## src/rtl/mips_mc_pkg.sv

```systemverilog
// rtl/mips_mc_pkg.sv - shared state encodings, opcodes, ALU control and trap causes for mips_multicycle
package mips_mc_pkg;

  typedef logic [3:0] state_t;

  localparam state_t S_FETCH  = 4'd0;
  localparam state_t S_DECODE = 4'd1;
  localparam state_t S_MEMADR = 4'd2;
  localparam state_t S_MEMRD  = 4'd3;
  localparam state_t S_MEMWB  = 4'd4;
  localparam state_t S_MEMWR  = 4'd5;
  localparam state_t S_EXEC   = 4'd6;
  localparam state_t S_ALUWB  = 4'd7;
  localparam state_t S_BRANCH = 4'd8;
  localparam state_t S_ADDIEX = 4'd9;
  localparam state_t S_ADDIWB = 4'd10;
  localparam state_t S_JUMP   = 4'd11;
  localparam state_t S_TRAP   = 4'd12;

  localparam logic [5:0] OP_RTYPE = 6'b000000;
  localparam logic [5:0] OP_J     = 6'b000010;
  localparam logic [5:0] OP_BEQ   = 6'b000100;
  localparam logic [5:0] OP_BNE   = 6'b000101;
  localparam logic [5:0] OP_ADDI  = 6'b001000;
  localparam logic [5:0] OP_LW    = 6'b100011;
  localparam logic [5:0] OP_SW    = 6'b101011;

  localparam logic [5:0] FN_ADD = 6'b100000;
  localparam logic [5:0] FN_SUB = 6'b100010;
  localparam logic [5:0] FN_AND = 6'b100100;
  localparam logic [5:0] FN_OR  = 6'b100101;
  localparam logic [5:0] FN_SLT = 6'b101010;

  typedef enum logic [2:0] {
    ALU_ADD,
    ALU_SUB,
    ALU_AND,
    ALU_OR,
    ALU_SLT
  } alu_ctrl_t;

  localparam logic [1:0] TC_NONE    = 2'b00;
  localparam logic [1:0] TC_ILLEGAL = 2'b01;
  localparam logic [1:0] TC_MEMTO   = 2'b10;

  function automatic logic funct_ok(input logic [5:0] f);
    return (f == FN_ADD) || (f == FN_SUB) || (f == FN_AND) ||
           (f == FN_OR)  || (f == FN_SLT);
  endfunction

  function automatic alu_ctrl_t alu_ctrl(input logic [5:0] f);
    case (f)
      FN_SUB:  return ALU_SUB;
      FN_AND:  return ALU_AND;
      FN_OR:   return ALU_OR;
      FN_SLT:  return ALU_SLT;
      default: return ALU_ADD;
    endcase
  endfunction

  // Wrap-around arithmetic; slt compares as signed two's complement.
  function automatic logic [31:0] alu_op(input alu_ctrl_t c, input logic [31:0] x,
                                         input logic [31:0] y);
    case (c)
      ALU_SUB: return x - y;
      ALU_AND: return x & y;
      ALU_OR:  return x | y;
      ALU_SLT: return {31'd0, ($signed(x) < $signed(y))};
      default: return x + y;
    endcase
  endfunction

endpackage

```

## src/rtl/mips_mc_regfile.sv

```systemverilog
// rtl/mips_mc_regfile.sv - 32x32 register file, two async read ports, one clocked write port, $0 hardwired to zero
module mips_mc_regfile (
  input  logic        clk,
  input  logic        we,
  input  logic [4:0]  wa,
  input  logic [31:0] wd,
  input  logic [4:0]  ra1,
  input  logic [4:0]  ra2,
  output logic [31:0] rd1,
  output logic [31:0] rd2
);

  logic [31:0] regs [32];

  // Writes to $0 are dropped; contents are deliberately not reset.
  always_ff @(posedge clk) begin
    if (we && (wa != 5'd0)) regs[wa] <= wd;
  end

  assign rd1 = (ra1 == 5'd0) ? 32'd0 : regs[ra1];
  assign rd2 = (ra2 == 5'd0) ? 32'd0 : regs[ra2];

endmodule

```

## src/rtl/mips_multicycle.sv

```systemverilog
// rtl/mips_multicycle.sv - unified-memory multicycle MIPS core; optional bne support under MIPS_MC_BNE_EN
module mips_multicycle
  import mips_mc_pkg::*;
#(
  parameter logic [31:0] RESET_PC    = 32'h0000_0000,
  parameter int          MEM_TIMEOUT = 16
) (
  input  logic        clk,
  input  logic        reset,
  output logic        mem_req,
  output logic        mem_we,
  output logic [31:0] mem_addr,
  output logic [31:0] mem_wdata,
  input  logic        mem_ready,
  input  logic [31:0] mem_rdata,
  output logic [31:0] pc,
  output logic        trap,
  output logic [1:0]  trap_cause
);

  localparam logic [15:0] WCNT_LAST = 16'(MEM_TIMEOUT - 1);

  state_t      state, state_nx, dec_nx;
  logic [31:0] ir, a, b, aluout, mdr, target;
  logic [15:0] wcnt;
  logic        is_mem, timeout, br_inv;
  logic        rf_we;
  logic [4:0]  rf_wa;
  logic [31:0] rf_wd, rf_rd1, rf_rd2;

  wire [5:0]  op       = ir[31:26];
  wire [4:0]  rs       = ir[25:21];
  wire [4:0]  rt       = ir[20:16];
  wire [4:0]  rd       = ir[15:11];
  wire [5:0]  funct    = ir[5:0];
  wire [31:0] imm_sext = {{16{ir[15]}}, ir[15:0]};

  assign is_mem    = (state == S_FETCH) || (state == S_MEMRD) || (state == S_MEMWR);
  assign timeout   = is_mem && !mem_ready && (wcnt == WCNT_LAST);
  assign mem_req   = reset && is_mem;
  assign mem_we    = (state == S_MEMWR);
  assign mem_addr  = (state == S_FETCH) ? pc : aluout;
  assign mem_wdata = b;

`ifdef MIPS_MC_BNE_EN
  assign br_inv = (op == OP_BNE);
`else
  assign br_inv = 1'b0;
`endif

  mips_mc_regfile u_rf (
    .clk (clk),
    .we  (rf_we),
    .wa  (rf_wa),
    .wd  (rf_wd),
    .ra1 (rs),
    .ra2 (rt),
    .rd1 (rf_rd1),
    .rd2 (rf_rd2)
  );

  // Opcode dispatch out of DECODE; anything unrecognised lands in TRAP.
  always_comb begin
    dec_nx = S_TRAP;
    case (op)
      OP_RTYPE:     if (funct_ok(funct)) dec_nx = S_EXEC;
      OP_LW, OP_SW: dec_nx = S_MEMADR;
      OP_BEQ:       dec_nx = S_BRANCH;
`ifdef MIPS_MC_BNE_EN
      OP_BNE:       dec_nx = S_BRANCH;
`endif
      OP_ADDI:      dec_nx = S_ADDIEX;
      OP_J:         dec_nx = S_JUMP;
      default:      dec_nx = S_TRAP;
    endcase
  end

  // Next-state logic; a memory timeout overrides any other transition.
  always_comb begin
    state_nx = state;
    case (state)
      S_FETCH:  if (mem_ready) state_nx = S_DECODE;
      S_DECODE: state_nx = dec_nx;
      S_MEMADR: state_nx = (op == OP_LW) ? S_MEMRD : S_MEMWR;
      S_MEMRD:  if (mem_ready) state_nx = S_MEMWB;
      S_MEMWR:  if (mem_ready) state_nx = S_FETCH;
      S_EXEC:   state_nx = S_ALUWB;
      S_ADDIEX: state_nx = S_ADDIWB;
      S_MEMWB, S_ALUWB, S_ADDIWB, S_BRANCH, S_JUMP: state_nx = S_FETCH;
      S_TRAP:   state_nx = S_TRAP;
      default:  state_nx = S_TRAP;
    endcase
    if (timeout) state_nx = S_TRAP;
  end

  // Register write-back select; suppressed while reset is asserted.
  always_comb begin
    rf_we = 1'b0;
    rf_wa = rt;
    rf_wd = aluout;
    case (state)
      S_MEMWB:  begin rf_we = reset; rf_wd = mdr; end
      S_ALUWB:  begin rf_we = reset; rf_wa = rd; end
      S_ADDIWB: rf_we = reset;
      default:  rf_we = 1'b0;
    endcase
  end

  // State, wait counter and sticky trap status.
  always_ff @(posedge clk) begin
    if (!reset) begin
      state      <= S_FETCH;
      wcnt       <= '0;
      trap       <= 1'b0;
      trap_cause <= TC_NONE;
    end else begin
      state <= state_nx;
      if (state_nx != state) wcnt <= '0;
      else if (is_mem && !mem_ready) wcnt <= wcnt + 16'd1;
      if ((state != S_TRAP) && (state_nx == S_TRAP)) begin
        trap       <= 1'b1;
        trap_cause <= timeout ? TC_MEMTO : TC_ILLEGAL;
      end
    end
  end

  // Datapath registers: pc, instruction, operands, ALU result, memory data.
  always_ff @(posedge clk) begin
    if (!reset) begin
      pc <= RESET_PC;
    end else begin
      case (state)
        S_FETCH: if (mem_ready) begin
          ir <= mem_rdata;
          pc <= pc + 32'd4;
        end
        S_DECODE: begin
          a      <= rf_rd1;
          b      <= rf_rd2;
          target <= pc + (imm_sext << 2);
        end
        S_MEMADR, S_ADDIEX: aluout <= a + imm_sext;
        S_EXEC:   aluout <= alu_op(alu_ctrl(funct), a, b);
        S_MEMRD:  if (mem_ready) mdr <= mem_rdata;
        S_BRANCH: if ((a == b) ^ br_inv) pc <= target;
        S_JUMP:   pc <= {pc[31:28], ir[25:0], 2'b00};
        default:  ;
      endcase
    end
  end

endmodule

```

## config.mk

```make
export PLATFORM = sky130hd
export DESIGN_NAME = mips_multicycle
export DESIGN_NICKNAME = d
export VERILOG_FILES = /design/src/rtl/mips_mc_pkg.sv /design/src/rtl/mips_mc_regfile.sv /design/src/rtl/mips_multicycle.sv
export SDC_FILE = /design/constraint.sdc
export NUM_CORES = 2
export LEC_CHECK = 0
export ABC_CLOCK_PERIOD_IN_PS = 15400
export CAP_MARGIN = 20
export CORE_MARGIN = 4
export CORE_UTILIZATION = 45
export CTS_BUF_LIST = sky130_fd_sc_hd__clkbuf_4
export DETAILED_ROUTE_END_ITERATION = 7
export SYNTH_ARGS = -nofsm -noshare
export SYNTH_HDL_FRONTEND = slang
export SYNTH_SLANG_ARGS = --single-unit
```

## constraint.sdc

```tcl
create_clock -name clk -period 15.4 [get_ports clk]
set_clock_uncertainty 0.1 [all_clocks]
set_input_delay 3.85 -clock clk [delete_from_list [all_inputs] [get_ports clk]]
set_output_delay 3.85 -clock clk [all_outputs]
set_load 0.005 [all_outputs]
```

==> flow_metrics.tcl <==
set metrics [dict create \
    hold_ws_ns 0.366 \
    post_synth_num_cell_types 96 \
    detail_route.iter0.violations 4444 \
    detail_route.wirelength_um 195000 \
    final_layout_size_suffix_gt1_frac 0.308 \
    synthDominantCellAreaShare 0.562 \
    first_global_vias 40537 \
    clk_latency_ns 1.31 \
    overflow 0 \
    synthesis.area_sq_um 64900 \
    timing.final.crit_period_ns 9.63 \
    critical_path.startpoint_type "primary input" \
    largest_net_degree_at_the_start_of_global_routing 111 \
    die_height_um 388 \
    starting_utilization_of_the_core_area 0.453 \
    synth_sequential_area_ratio 0.579 \
    timing.slew.headroom 0.207 \
    route.detailed.vias_per_inst 6.30 \
    h_tree_level_count 5 \
    vias 40402 \
    share_of_the_cycle_needed_by_the_critical_path_after_routing 0.625 \
    clock-root-buffer "clkbuf_4" \
    placedCellCount 5837 \
    cp-end-kind "output pin" \
    gr-usage-met2 0.404 \
    power.density_cell_area_nw_per_um2 114 \
    clock-sinks 1271 \
    worstReg2RegStart "a[19]" \
    cap_viol_max_count 0 \
    drt.antenna.violating_nets 0 \
    cts_resized 0 \
    vdd.ir_drop.worst_uv 77.4 \
    fp.dieArea_sq_um 150000 \
    min_from "trap" \
    holdBufCountCts 0 \
    timing.hold.worst_path_depth 2 \
    coreArea_sq_um 143000 \
    worstRegToRegCells 12 \
    synth_cells 3934 \
    core.rowCount 139 \
    setup_viol_count_final 0 \
    yosys_warnings 0 \
    run_status "finished clean" \
    avgRoutedWirePerCell_um 30.3 \
    async_flop_share 0 \
    hpwl_um 122000 \
    grt_pass1_wl_um 282000 \
    cts_made_buffers 348 \
    initial_antenna_violation_count 11 \
    areaGrowthSynthToFinish_pct 12.2 \
    synth-edff-count 1216 \
    finish.instance_area_sq_um 72800 \
    fp.dieW_um 388 \
    clkSlewWorstSetupHoldPaths_ns 0.06 \
    path_class "in -> out" \
    r2r_slack_ns 9.92 \
    reg2reg_to "pc[24]" \
    most_used_layer_global_route "met2" \
    grt.met1_usage 0.350 \
    fraction_of_met3_tracks_used_by_global_routing 0.0645 \
    unrepaired_setup_endpoints_after_global_routing "no" \
    top_cell_type_by_total_area_after_synthesis "edfxtp_1" \
    final_core_util 0.508 \
    power_leakage_nw 24.5 \
    finish.net_count 4484 \
    timing.critical_path.required_ns 11.45 \
    grtUsageTotal 0.258 \
    worst_path_arrival_time_ns 5.68 \
    total_power_mw 8.29 \
    fin_cells 6417 \
    number_of_buffers_inserted_by_post_cts_setup_repair 0 \
    synth-seq-cells 1271 \
    path_max_fanout 10 \
    placement.cell_area_sq_um 68800 \
    fillCellCount 12037 \
    terminating_pin_of_the_worst_hold_path "trap" \
    remaining_drc_errors 0 \
    timing.setup.tns_ns 0 \
    hold_viol_final 0 \
    cts_buffer_depth 4 \
    fmax_mhz 104 \
    ios 136 \
    predominant_post_synthesis_flop_cell "edfxtp_1" \
    clock_tree_from_tritoncts "yes" \
    setup_slack_ns 5.77 \
    hold_path_class "reg -> reg" \
    gp_congestion 0.905 \
    drt-pass1-iter-count 6 \
    final-max-slew-violation-count 0 \
    place_ws_ns 5.79 \
    synth.avg_cell_area_sq_um 16.5 \
    worst_slew_pin_slew_ns 1.19 \
    port_buffers 135 \
    synthTopCellsByArea "edfxtp_1, mux4_2, ha_1" \
]
## layout by cell type, fill, tap and decap left out, types with 21 or more instances in the layout
cell type        count
inv_1              116
a21oi_1            172
a31oi_1             22
ha_1               158
xnor2_1             58
and3_1              28
o21bai_1            23
conb_1              32
a211oi_1            23
clkinv_1            72
dfxtp_1             55
o21ai_0            109
nor3_1              42
nor2_4              34
clkdlybuf4s50_1    135
mux4_2             640
nor2_1             233
a22oi_1             21
mux2i_1             74
mux2_2              66
nand3_1             35
a21o_1              49
nand2_1            120
nand2b_1            29
buf_4               89
xor2_1              30
clkbuf_4           484
edfxtp_1          1216
## worst max path at each step
| stage | startpoint | end | slack (ns) | depth (start not counted) |
|---|---|---|---|---|
| after floorplan | reset | a[0] | 1.09 | 3 |
| after global placement | reset | mem_req | 5.78 | 4 |
| after detailed placement | reset | mem_req | 5.79 | 4 |
| after CTS | reset | mem_req | 5.78 | 4 |
| after global routing | reset | mem_req | 5.73 | 4 |
| final | reset | mem_req | 5.77 | 4 |
## cell usage after synthesis (all sizes together), types with 16 or more instances
library cell and n:
nand2 120, a221oi 17, dfxtp 55, edfxtp 1216, o22ai 19, and3 28
a21o 50, mux2 66, mux2i 74, and2 16, a22oi 21, a221o 20
mux4 640, inv 116, a211oi 23, buf 75, o21bai 24, o21ai 113
a21oi 174, nand2b 29, xnor2 58, nor3 46, nand3 35, nor4 22
xor2 30, nand4 17, a31oi 25, nor2 271, ha 158, clkbuf 182
## area by class of cell
type	instances	area (sq um)	share of cell area
sequential	1271	37600	0.516
multi-input combinational	2320	26300	0.361
clock buffer	484	3630	0.0499
tap	1903	2380	0.0327
timing repair buffer	229	2120	0.0291
inverter	117	439	0.00603
clock inverter	89	374	0.00514
antenna	4	10.0	0.000137
## power breakdown
group | switching, mW | internal [mW] | total [mW]
Combinational | 0.820 | 0.618 | 1.44
Clock | 1.39 | 1.45 | 2.84
Sequential | 0.0864 | 3.93 | 4.01
Total | 2.29 | 6.00 | 8.29
## layer usage
| layer | routed length, um | vias to the layer above |
|---|---|---|
| li1 | - | 17098 |
| met1 | 77500 | 21042 |
| met2 | 92000 | 1936 |
| met3 | 17700 | 324 |
| met4 | 7330 | 2 |
| met5 | 12 | - |
## flip-flops by register name (all words and copies together), names as in the netlist
name,count
mem_wdata,32
u_rf.regs,1024
pc,32
aluout,32
mdr,32
wcnt,16
state,4
ir,32
trap,1
trap_cause,2
target,32
a,32
## worst max-delay path, stage by stage
cell and delay, ns:
clkdlybuf4s50_1 0.81, clkinv_1 0.18, nor3_1 0.28, clkdlybuf4s50_1 0.56
## cells by family (layout without fill, tap and decap cells)
| logic type | count (synthesis) | count (layout) | synth area share |
|---|---|---|---|
| DFF | 1271 | 1271 | 0.579 |
| AOI/OAI and AO/OA | 614 | 614 | 0.0628 |
| muxes | 780 | 780 | 0.245 |
| adders and majority gates | 162 | 162 | 0.0317 |
| other | 1 | 36 | 0.0000577 |
| and+or+nand+nor | 644 | 644 | 0.0468 |
| buffers and inverters | 374 | 919 | 0.0228 |
| xor gates and xnor gates | 88 | 88 | 0.0119 |
Note: power is estimated with default switching activity, not from simulation.
